==> config.mk <==
export PLATFORM = sky130hd
export DESIGN_NAME = reg_bench_mp
export DESIGN_NICKNAME = d
export VERILOG_FILES = /design/src/rtl/reg_bench_mp.sv
export SDC_FILE = /design/constraint.sdc
export NUM_CORES = 2
export LEC_CHECK = 0
export ABC_AREA = 1
export BUFFER_PORTS_ARGS = -buffer_cell sky130_fd_sc_hd__buf_2
export CORE_MARGIN = 5
export CORE_UTILIZATION = 30
export DETAILED_ROUTE_END_ITERATION = 10
export PLACE_DENSITY = 0.51
export SLEW_MARGIN = 20
export SYNTH_ARGS = -nofsm -noshare
export SYNTH_HDL_FRONTEND = slang
export SYNTH_SLANG_ARGS = --single-unit
==> constraint.sdc <==
create_clock -name clk -period 7.1 [get_ports clk]
set_input_delay 1.065 -clock clk [delete_from_list [all_inputs] [get_ports clk]]
set_output_delay 1.065 -clock clk [all_outputs]
set_load 0.005 [all_outputs]
==> src/rtl/reg_bench_mp.sv <==
// Multi-read-port register bench with a link write port and a per-register busy scoreboard.
// Define REG_BENCH_BYPASS_EN to forward same-cycle write data onto matching read ports.
module reg_bench_mp #(
  parameter int DATA_W   = 32,
  parameter int ADDR_W   = 6,
  parameter int N_RD     = 2,
  parameter int LINK_REG = 31
) (
  input  logic                     clk,
  input  logic                     reset,
  input  logic [N_RD*ADDR_W-1:0]   rd_addr,
  input  logic [N_RD-1:0]          rd_use,
  output logic [N_RD*DATA_W-1:0]   rd_data,
  output logic [N_RD-1:0]          rd_busy,
  output logic                     stall,
  input  logic                     wr_en,
  input  logic [ADDR_W-1:0]        wr_addr,
  input  logic [DATA_W-1:0]        wr_data,
  input  logic                     lnk_en,
  input  logic [DATA_W-1:0]        lnk_data,
  input  logic                     resv_en,
  input  logic [ADDR_W-1:0]        resv_addr
);

  localparam int DEPTH = 2**ADDR_W;
  localparam logic [ADDR_W-1:0] LINK_IDX = ADDR_W'(LINK_REG);

  logic [DATA_W-1:0] mem_reg [DEPTH];
  logic [DEPTH-1:0]  busy_reg;

  logic wr_act;
  logic lnk_act;
  logic resv_act;

  assign wr_act   = wr_en && (wr_addr != '0);
  // A write-back to the link register is the younger result, so it shadows the link write.
  assign lnk_act  = lnk_en && (LINK_IDX != '0) && !(wr_act && (wr_addr == LINK_IDX));
  assign resv_act = resv_en && (resv_addr != '0);

  always_ff @(posedge clk) begin
    if (reset) begin
      for (int k = 0; k < DEPTH; k++) begin
        mem_reg[k] <= '0;
      end
      busy_reg <= '0;
    end else begin
      if (lnk_act) begin
        mem_reg[LINK_IDX]  <= lnk_data;
        busy_reg[LINK_IDX] <= 1'b0;
      end
      if (wr_act) begin
        mem_reg[wr_addr]  <= wr_data;
        busy_reg[wr_addr] <= 1'b0;
      end
      // Reservation comes last: it belongs to the newer instruction and must win the busy bit.
      if (resv_act) begin
        busy_reg[resv_addr] <= 1'b1;
      end
    end
  end

  genvar gi;
  generate
    for (gi = 0; gi < N_RD; gi++) begin : g_rd
      logic [ADDR_W-1:0] addr;
      logic [DATA_W-1:0] data;
      logic              busy;

      assign addr = rd_addr[gi*ADDR_W +: ADDR_W];

      always_comb begin
        data = mem_reg[addr];
        busy = busy_reg[addr];
`ifdef REG_BENCH_BYPASS_EN
        if (addr != '0) begin
          if (wr_act && (wr_addr == addr)) begin
            data = wr_data;
            busy = resv_act && (resv_addr == addr);
          end else if (lnk_act && (LINK_IDX == addr)) begin
            data = lnk_data;
            busy = resv_act && (resv_addr == addr);
          end
        end
`endif
        if (reset || (addr == '0)) begin
          data = '0;
          busy = 1'b0;
        end
      end

      assign rd_data[gi*DATA_W +: DATA_W] = data;
      assign rd_busy[gi]                  = busy;
    end
  endgenerate

  assign stall = |(rd_use & rd_busy);

endmodule

# Word level (Yosys, flattened, before mapping)
# Memories as Yosys holds them, arrays and structs flattened.
# Index checks and enable logic that the tools add are counted.
# word_totals
ff_bits	64
word_cells	58
memories	1
mem_bits_rw	2048
inputBits	95
# op_classes
n_bitwise	5
muxes	29
n_reduce_logical	15
n_lt_le_gt_ge	6
n_eq_ne	1
# memory_table
memory	words	width	read_ports	rd_ports_with_merged_regs	write_ports	line_no	text
mem_reg	64	32	2	0	64	28	logic [DATA_W-1:0] mem_reg [DEPTH];
# op_table
cell	count
two-way mux 64 bit	3
two-way mux 32 bit	4
AND 64 bit	1
inverter 64 bit	1
OR 64 bit	1
OR reduction 32 bit	1
< comparator 6 x 7 -> 1 bit (second input constant)	4
two-way mux 1 bit	17
binary-select mux 1 bit (select 6 bit)	2
demux 1 bit (select 6 bit)	2
greater-or-equal comparator 6 x 1 -> 1 bit (second input constant)	2
zero test 6 bit	2
nonzero test 6 bit	2
== test 6 x 5 -> 1 bit (second input constant)	1
logical AND 1 bit	6
two-way mux 6 bit	1
AND 2 bit	1
logical OR 1 bit	2
OR reduction 2 bit	1
zero test 1 bit	1
OR 1 bit	1

# Depth between registers and ports, before layout
# depth
word_depth	12
depth_mapped	16

# Worst setup path before layout
# Ideal clock, no wire load.
# synth_timing
path_type	input to register
start	input wr_addr[0]
end	memory mem_reg[35][0] (enable)
path_stages	8
t_arrival_ns	4.282
setup_ns	0.468
slack_ns	2.349
t_required_ns	6.632
cell_sequence	buf_2 inv_2 nand3_1 o21ai_2 inv_2 buf_2 nand2_1 o21ai_0
# synth_rtl
element	line_no	text
start: declaration	17	input logic [ADDR_W-1:0] wr_addr,
end: declaration	28	

# Worst setup path after layout
# layout_timing
start	input rd_addr[8]
end	output rd_data[61]
# layout_via
elab_chain_cells	3
word_cells_on_any_way	4
cone_classes	mux (1); reduce/logical (2); memory (1)
# layout_lines
element	line_no	text
start: declaration	11	input logic [N_RD*ADDR_W-1:0] rd_addr,
parallel branches: the longest is 2 deep, another holds memory read (64 x 32 bit)	-	
two-way mux 32 bit *	85	if (reset || (addr == '0)) begin
end: declaration	13	output logic [N_RD*DATA_W-1:0] rd_data,
# Every way passes the cells marked *.

==> impl_metrics.toml <==
[synth]
async_flop_share_pct = 0
yosysSeqAreaShare_pct = 55.25
netlist_area_sq_um = 113600
synth_area_leaders = "edfxtp_1 54%, nor2_1 7.9%, o21ai_0 6.3%"
synth_common_cells = "2401 x nor2_1, 2048 x edfxtp_1, 1541 x nand2_1, 1423 x o21ai_0, 1402 x nand3_1"
syn_area_per_cell_sq_um = 8.493
synthCells = 13380
synth-seq-cells = 2112
synth_top_cell_area_share_pct = 54.12
post-synth-top-count-cell = "nor2_1"
synth_top_area_cell = "edfxtp_1"
ys.flop_type = "edfxtp_1"
yosys.cell_types.count = 25
synth-edff-count = 2048
yosys_warnings = 0

[die]
coreArea_sq_um = 378100
die_x_um = 625.5
dieArea_sq_um = 391200
die_h_um = 625.5
fp-row-count = 226
io_pins = 162
start_util_pct = 30.06

[timing]
tns_ns = 0
slew_violations = 0
max_slew_margin_pct = 19.96
rsz0062_at_grt = "no"
hold_violations = 0
fmax_mhz = 164.0
setup_violations = 0
tightest_slew_ns = 1.198
fin_crit_sh_pct = 85.88
min_period_ns = 6.098
finClkSkew_ns = 0

[power]
netSwitchingFraction_pct = 28.90
vdd_drop_max_mv = 0.1940
power_leakage_nw = 47.79
seqPwrFrac_pct = 47.0
p_switching_mw = 8.952
p_clk_share_pct = 39.2
combPwrFrac_pct = 13.8
cellPowerDensity_nw_per_um2 = 243.6
power_report.internal_total_mw = 22.02

[setup_path]
critPathArrivalTime_ns = 5.03
worst-setup-path-type = "in -> out"
crit_start = "rd_addr[8]"
cp-start-kind = "input pin"
reg2reg_from = "busy_reg[37]"
worstPathMaxFanout = 76
worstPathCellList = "buf_6 -> inv_6 -> nor2_4 -> buf_12 -> a21oi_1 -> nand3_1 -> nand3_1 -> a21oi_1 -> buf_2"
cpMaxStageDelayCell = "a21oi_1"
crit_end = "rd_data[61]"
critPathMaxStageDelay_ns = 0.95
rrSetupSlack_ns = 6.44
worst_r2r_path_depth = 2
cp-end-kind = "primary output"
critPathRequiredTime_ns = 6.03
rr_endpoint = "busy_reg[37]"

[cts]
clkLatencyLatePin_ns = 0.92
clock-sinks = 2112
cts_hold_buffers = 0
htreeDepth = 4
clk_pin_slew_ns = 0.06
ctsLongestPathBuffers = 4
post_cts_resized = 0
cts_made_buffers = 238
cts_setup_buffers = 0
cts_root_buf = "clkbuf_16"
cts_tree = "built"

[global_routing]
antenna_found_initial = 43
grt_pass1_vias = 93920
groute.usage.overall_pct = 26.09
grt_first_pass_wirelength_um = 734300
overflow = 0
grt_start_max_net_pins = 144

[final_layout]
area_growth_pct = 11.91
instances_no_fill = 18130
fin_nets = 12970
largest_register_ffs = 2048
drive_above_1_share_pct = 7.689

[detailed_routing]
drt_first_pass_iters = 8
vias_per_cell = 5.719
route.vias.total = 103700
wire_per_inst_um = 29.40
drc = 0
ant_nets = 0
initialDrtViolationCount = 15190
wl_um = 533000

[flow_run]
maxCapViolations = 0

[min_path]
hold_path.class = "reg -> reg"

[placed_design]
port_buffers = 161
dp.cells = 17650
dp_hpwl_um = 316100
gp_congestion = 0.9481

[status]
status = "completed"
## layer usage
| layer | global-route usage (%) | up-vias | share of wire [%] |
|---|---|---|---|
| li1 | - | 45120 | - |
| met1 | 33.74 | 50640 | 38 |
| met2 | 39.19 | 6490 | 43 |
| met3 | 5.710 | 1401 | 11 |
| met4 | 17.39 | 16 | 7.9 |
| met5 | 0 | - | 0.019 |
## per-stage QoR
step	instance area [sq um]	util, %	hold slack [ns]	setup slack, ns	power, mW
6_report	127200	33.64	0.4629	1.002	30.98
5_1_grt	127100	33.63	0.4595	1.161	31.81
4_1_cts	127100	33.61	0.4248	1.389	30.92
3_5_place_dp	119800	31.68	0.4524	1.387	18.95
3_3_place_gp	119800	31.68	0.4472	1.418	18.93
2_1_floorplan	113800	-	0.4285	2.349	17.02
## how the worst min path moves through the flow
| stage | startpoint | to | slack, ns | cells after the start |
|---|---|---|---|---|
| floorplan | busy_reg[0] | busy_reg[0] | 0.43 | 2 |
| global placement | busy_reg[0] | busy_reg[0] | 0.45 | 2 |
| detailed placement | busy_reg[0] | busy_reg[0] | 0.45 | 2 |
| CTS | wr_data[31] | mem_reg[59][31] | 0.42 | 3 |
| global route | wr_data[31] | mem_reg[59][31] | 0.46 | 3 |
| finish | busy_reg[0] | busy_reg[0] | 0.46 | 2 |
## power groups by stage
| stage | sequential [mW] | clock [mW] | combinational, mW |
|---|---|---|---|
| 2_1_floorplan | 14.7 | 0 | 2.27 |
| 3_3_place_gp | 14.8 | 0 | 4.14 |
| 3_5_place_dp | 14.8 | 0 | 4.14 |
| 4_1_cts | 14.5 | 12.2 | 4.15 |
| 5_1_grt | 14.6 | 12.7 | 4.48 |
| 6_report | 14.5 | 12.1 | 4.29 |
## critical path, delay by kind of cell
family	cells	cell delay, ns
simple gates	3	1.33
compound gates	2	1.12
buf+inv	4	1.36
## cells by family (layout without fill, tap and decap cells)
kind of cell	Yosys count	count (layout)	synth area share, %
simple gates	5372	5372	19.35
compound gates	3550	3550	17.37
other cells	1	74	0.003300
flops	2112	2112	55.25
buf+inv	2345	2004	8.024
## cells in the final DEF (no fill, tap or decap), types with 2 or more instances in the layout
| cell type | instances |
|---|---|
| a21oi_1 | 1271 |
| a22oi_1 | 71 |
| buf_12 | 56 |
| buf_2 | 151 |
| buf_4 | 295 |
| buf_6 | 4 |
| buf_8 | 3 |
| bufinv_16 | 13 |
| clkbuf_1 | 62 |
| clkbuf_16 | 242 |
| clkbuf_2 | 3 |
| clkbuf_4 | 5 |
| clkbuf_8 | 6 |
| clkinv_1 | 58 |
| clkinv_2 | 54 |
| clkinvlp_4 | 4 |
| conb_1 | 32 |
| dfxtp_1 | 64 |
| diode_2 | 42 |
| edfxtp_1 | 2048 |
| inv_1 | 1007 |
| inv_2 | 26 |
| inv_4 | 3 |
| inv_6 | 8 |
| inv_8 | 4 |
| nand2_1 | 1492 |
| nand2_2 | 45 |
| nand2_4 | 4 |
| nand3_1 | 1356 |
| nand3_2 | 46 |
| nand4_1 | 13 |
| nor2_1 | 2395 |
| nor2_4 | 7 |
| nor3_1 | 6 |
| nor3_2 | 6 |
| o211ai_1 | 646 |
| o21ai_0 | 1406 |
| o21ai_4 | 17 |
| o22ai_1 | 137 |
| or2_2 | 2 |
## area by class of cell
type                            count  area, sq um
Antenna cell                       42        105.1
Inverter                         1062         4060
Sequential cell                  2112        62780
Multi-Input combinational cell   8954        42480
Timing Repair Buffer              509         4182
Clock buffer                      318         6424
Tap cell                         5016         6276
Fill cell                       38790       250900
Clock inverter                    115        859.6
No activity file was read; power rests on OpenSTA's default activity.
